[src/rtl/serial_subtractor_pkg.sv]
// Shared types and helpers for the bit-serial subtractor.
package serial_sub_pkg;

   typedef enum logic [1:0] {
      IDLE  = 2'd0,
      SHIFT = 2'd1,
      DONE  = 2'd2
   } state_t;

   localparam int WIDTH_MAX = 32;

   function automatic int clog2(input int value);
      int r;
      r = 0;
      for (int i = 0; i < 32; i++) begin
         if ((1 << i) < value) r = i + 1;
      end
      return r;
   endfunction

endpackage

[src/rtl/serial_subtractor_full_subtractor.sv]
// One-bit full-subtractor cell: d = a - b - bin, bout = borrow out.
module full_subtractor (
   input  logic a,
   input  logic b,
   input  logic bin,
   output logic d,
   output logic bout
);

   assign d    = a ^ b ^ bin;
   assign bout = (~a & b) | (~(a ^ b) & bin);

endmodule

[src/rtl/serial_subtractor.sv]
// Bit-serial WIDTH-bit subtractor (Diff = A - B - Bin), LSB first, start/busy/done handshake.
// Optional signed-overflow flag on port ovf when SERIAL_SUBTRACTOR_OVF_EN is defined.
//
// state | meaning
// IDLE  | waiting for start; operands captured on start
// SHIFT | one result bit per cycle through the full-subtractor cell
// DONE  | publish Diff/Bout, pulse done, return to IDLE
module serial_subtractor
   import serial_sub_pkg::*;
#(
   parameter int WIDTH = 4
) (
   input  logic             clk,
   input  logic             rst_n,
   input  logic             start,
   input  logic [WIDTH-1:0] A,
   input  logic [WIDTH-1:0] B,
   input  logic             Bin,
   output logic             busy,
   output logic             done,
   output logic [WIDTH-1:0] Diff,
   output logic             Bout
`ifdef SERIAL_SUBTRACTOR_OVF_EN
   ,
   output logic             ovf
`endif
);

   localparam int CW = clog2(WIDTH);

   state_t           state, state_nxt;
   logic [WIDTH-1:0] a_sh, b_sh, res;
   logic             br;
   logic [CW-1:0]    cnt;
   logic             d_bit, br_nxt;

   full_subtractor u_fs (
      .a    (a_sh[0]),
      .b    (b_sh[0]),
      .bin  (br),
      .d    (d_bit),
      .bout (br_nxt)
   );

   always_ff @(posedge clk or negedge rst_n) begin
      if (!rst_n) state <= IDLE;
      else        state <= state_nxt;
   end

   always_comb begin
      state_nxt = state;
      case (state)
         IDLE:    if (start) state_nxt = SHIFT;
         SHIFT:   if (cnt == CW'(WIDTH - 1)) state_nxt = DONE;
         DONE:    state_nxt = IDLE;
         default: state_nxt = IDLE;
      endcase
   end

   assign busy = (state != IDLE);

   // Result bits enter at the MSB so the LSB computed first ends up at bit 0.
   always_ff @(posedge clk or negedge rst_n) begin
      if (!rst_n) begin
         a_sh <= '0;
         b_sh <= '0;
         res  <= '0;
         br   <= 1'b0;
         cnt  <= '0;
         done <= 1'b0;
         Diff <= '0;
         Bout <= 1'b0;
      end else begin
         done <= 1'b0;
         case (state)
            IDLE: begin
               if (start) begin
                  a_sh <= A;
                  b_sh <= B;
                  br   <= Bin;
                  cnt  <= '0;
               end
            end
            SHIFT: begin
               a_sh <= a_sh >> 1;
               b_sh <= b_sh >> 1;
               br   <= br_nxt;
               res  <= {d_bit, res[WIDTH-1:1]};
               cnt  <= cnt + 1'b1;
            end
            DONE: begin
               done <= 1'b1;
               Diff <= res;
               Bout <= br;
            end
            default: ;
         endcase
      end
   end

`ifdef SERIAL_SUBTRACTOR_OVF_EN
   logic a_sgn, b_sgn;

   always_ff @(posedge clk or negedge rst_n) begin
      if (!rst_n) begin
         a_sgn <= 1'b0;
         b_sgn <= 1'b0;
         ovf   <= 1'b0;
      end else begin
         if (state == IDLE && start) begin
            a_sgn <= A[WIDTH-1];
            b_sgn <= B[WIDTH-1];
         end
         if (state == DONE) ovf <= (a_sgn != b_sgn) & (res[WIDTH-1] != a_sgn);
      end
   end
`endif

endmodule

[config.mk]
export PLATFORM = sky130hd
export DESIGN_NAME = serial_subtractor
export DESIGN_NICKNAME = d
export VERILOG_FILES = /design/src/rtl/serial_subtractor_pkg.sv /design/src/rtl/serial_subtractor_full_subtractor.sv /design/src/rtl/serial_subtractor.sv
export SDC_FILE = /design/constraint.sdc
export NUM_CORES = 1
export LEC_CHECK = 0
export ABC_AREA = 1
export BUFFER_PORTS_ARGS = -buffer_cell sky130_fd_sc_hd__buf_2
export CORE_MARGIN = 4
export CORE_UTILIZATION = 55
export CTS_CLUSTER_DIAMETER = 50
export DETAILED_ROUTE_END_ITERATION = 7
export GPL_TIMING_DRIVEN = 0
export PLACE_DENSITY_LB_ADDON = 0.1
export SLEW_MARGIN = 15
export SYNTH_ARGS = -nofsm -noshare
export SYNTH_HDL_FRONTEND = slang
export SYNTH_SLANG_ARGS = --single-unit
[constraint.sdc]
create_clock -name clk -period 1.4 [get_ports clk]
set_input_delay 0.14 -clock clk [delete_from_list [all_inputs] [get_ports clk]]
set_output_delay 0.14 -clock clk [all_outputs]
set_load 0.05 [all_outputs]
==> run summary <==
Status - finished, final reports clean
First-pass GRT wire length - 12200 um
Number of port buffers - 18
Post-synthesis cell type count - 34
Area Growth Syn to Fin - 20.9%
Max rail drop VDD - 428 uV
DR vias - 2764
Drt pass-1 iters - 4
Startpoint Class - register
Crit-path slowest cell - dfrtp_1
Hold_ws - 0.0242 ns
Fmax - 715 MHz
Layout cells sized above 1 - 0.228
CTS Buf Count - 5
Post-Syn Instances - 430
Clock-pin slew on the worst setup and hold paths - 0.11 ns
Synth async-reset ratio - 1.00
Routability congestion estimate - 0.913
DRT Wirelength - 7190 um
Clock sinks - 53
Hold WC Path Type - in -> reg
Area contributors post-synth - dfrtp_1 43%, nand2_1 18%, nor2_1 8.1%
Crit path max fanout - 4
Post-route cell area - 3690 sq um
Yosys Warn Count - 0
Cell Rows - 26
Clock Skews - 0.0144 ns
Cell Chain, Critical Path - ha_4, nand2_4, nor2_4, nand3b_1, nor2_4, nand2_1, nand3_1, nand2_1
Share of the synthesized area in the top cell type - 0.434
DRT antenna net count - 0
Final hold viol count - 0
Top post-synthesis cells by count - 150 x nand2_1, 66 x nor2_1, 53 x dfrtp_1, 52 x inv_1
Core Area - 5240 sq um
Io pins - 19
Number of synthesized flops with an enable pin - 0
Mapped Nets - 444
DR vias/cell - 5.08
Worst-margin pin slew - 0.673 ns
Worst slew margin - 0.551
Most frequent cell after synthesis - nand2_1
Wire per inst - 13.2 um
Final setup fails - 0
Worst Setup SP - cnt[1]
Die ar. - 6810 sq um
Clock period minus worst slack - 1.40 ns
Clk Tree Root Cell - clkbuf_8
Post-synthesis sequential area ratio - 0.434
Main synth FF type - dfrtp_1
Crit end category - register
DP Cell Count - 518
Final nets - 487
Worst EP arrival - 1.61 ns
Starting Density - 0.583
Clk Latency, worst-skew pair - 0.32 ns
Hpwl dp - 5090 um
HP Start - B[3]
Pwr dens - 720 nW/um^2
Data required time of the worst path - 1.61 ns
# DRC - 0
N_diodes - 0
Max-Cap Viols - 0
Pleak - 0.00178 uW
Initial drt markers - 192
Yosys reg bits - 53
Period Utilization, post-route - 1.00
H-tree depth - 2
RSZ-0062 raised after global routing - yes
Final std cells w/o fill - 544
Reg2reg start - cnt[1]
Fin. max-slew vios - 0
Longest Clk Path Bufs - 2
Gr usage total - 0.235
Syn_area_per_cell - 7.10 sq um
Crit path kind - reg -> reg
Number of global-route vias before repair - 2666
Largest net degree at the start of global routing - 54
Netlist Area Pre-Place - 3050 sq um
Die Y - 82.5 um
Die width - 82.5 um
Initial antenna violation count - 0
Placed Area - 3230 sq um
CTS tree - done
Crit path largest cell delay - 0.43 ns
Leading area contributor after synthesis - dfrtp_1
Gr ovfl total - 0
[cell families after synthesis]
| group | count (synthesis) | synth area share |
|---|---|---|
| AOI/OAI and AO/OA | 41 | 0.0750 |
| and+or+nand+nor | 273 | 0.400 |
| buffers and inverters | 61 | 0.0795 |
| adders and majority gates | 2 | 0.0107 |
| DFF | 53 | 0.434 |
[through the flow]
step,setup slack (ns),total power [uW],utilization,setup TNS (ns)
floorplan,0.0189,1560,-,0
global placement,-0.209,1610,0.617,-2.29
detailed placement,-0.231,1610,0.617,-2.79
CTS,-0.0107,2670,0.670,-0.0107
global route,-0.103,2760,0.705,-0.962
finish,0.000680,2660,0.705,0
[timing repair]
action                                  4_1_cts  5_1_grt
hold buffers                                  0        1
endpoints found under the setup margin       29       31
pin swaps                                    12       16
gates resized for setup                      18       47
endpoints found under the hold margin         0       53
buffers inserted                             13        5
[critical path, delay by kind of cell, from the launching register on]
| kind | cells | cell delay [ns] |
|---|---|---|
| adder cells (fa/ha/maj) | 1 | 0.17 |
| AND/OR/NAND/NOR | 7 | 0.68 |
| flip-flops | 1 | 0.43 |
[worst paths after layout]
| check | depth (start not counted) | to | slack [ns] |
|---|---|---|---|
| setup / recovery | 8 | cnt[20] | 0.0007 |
| hold / removal | 3 | b_sh[3] | 0.02 |
| setup reg to reg | 8 | cnt[20] | 0.0007 |
| hold reg to reg | 2 | res[2] | 0.50 |
| max in group asynchronous | 2 | cnt[26] | 0.52 |
| min in group asynchronous | 2 | done | 0.40 |
[layer usage]
metal / GRT usage / part of all wire / wire length [um]
met5: 0 / 0 / 0
met4: 0.0686 / 0.014 / 101
met3: 0.0434 / 0.038 / 276
met2: 0.372 / 0.46 / 3300
met1: 0.331 / 0.49 / 3510
[flip-flops by register name (all words and copies together) (netlist names)]
signal	flops
done	1
cnt	32
Bout	1
br	1
b_sh	4
a_sh	4
res	4
state	2
Diff	4
[cell usage in the layout (no fill, tap or decap), types with 3 or more instances in the layout]
cell	count
nand2_1	143
inv_1	51
nor2_1	50
dfrtp_1	45
nand3_1	23
o21ai_0	22
buf_2	17
buf_4	15
nor2_2	12
nor2_4	10
nand2_2	9
o21ai_1	8
dfrtp_2	8
nand4_1	5
buf_6	5
clkbuf_8	5
nor3_1	4
inv_6	3
o211ai_1	3
[power by group]
| group | internal (uW) | leakage [uW] | total, uW | switching, uW |
|---|---|---|---|---|
| combinational | 13.6 | 0.00109 | 48.0 | 34.4 |
| clock | 537 | 0.0000585 | 1080 | 543 |
| sequential | 1530 | 0.000625 | 1530 | 0 |
[area by class of cell]
cell class	count	area, sq um
sequential	53	1340
clock inverter	3	43.8
timing repair buffer	37	265
fill	435	1550
inverter	55	216
multi-input combinational	316	1640
buffer	5	38.8
tap	70	87.6
clock buffer	5	68.8
Power figures use the tool's default switching activity.
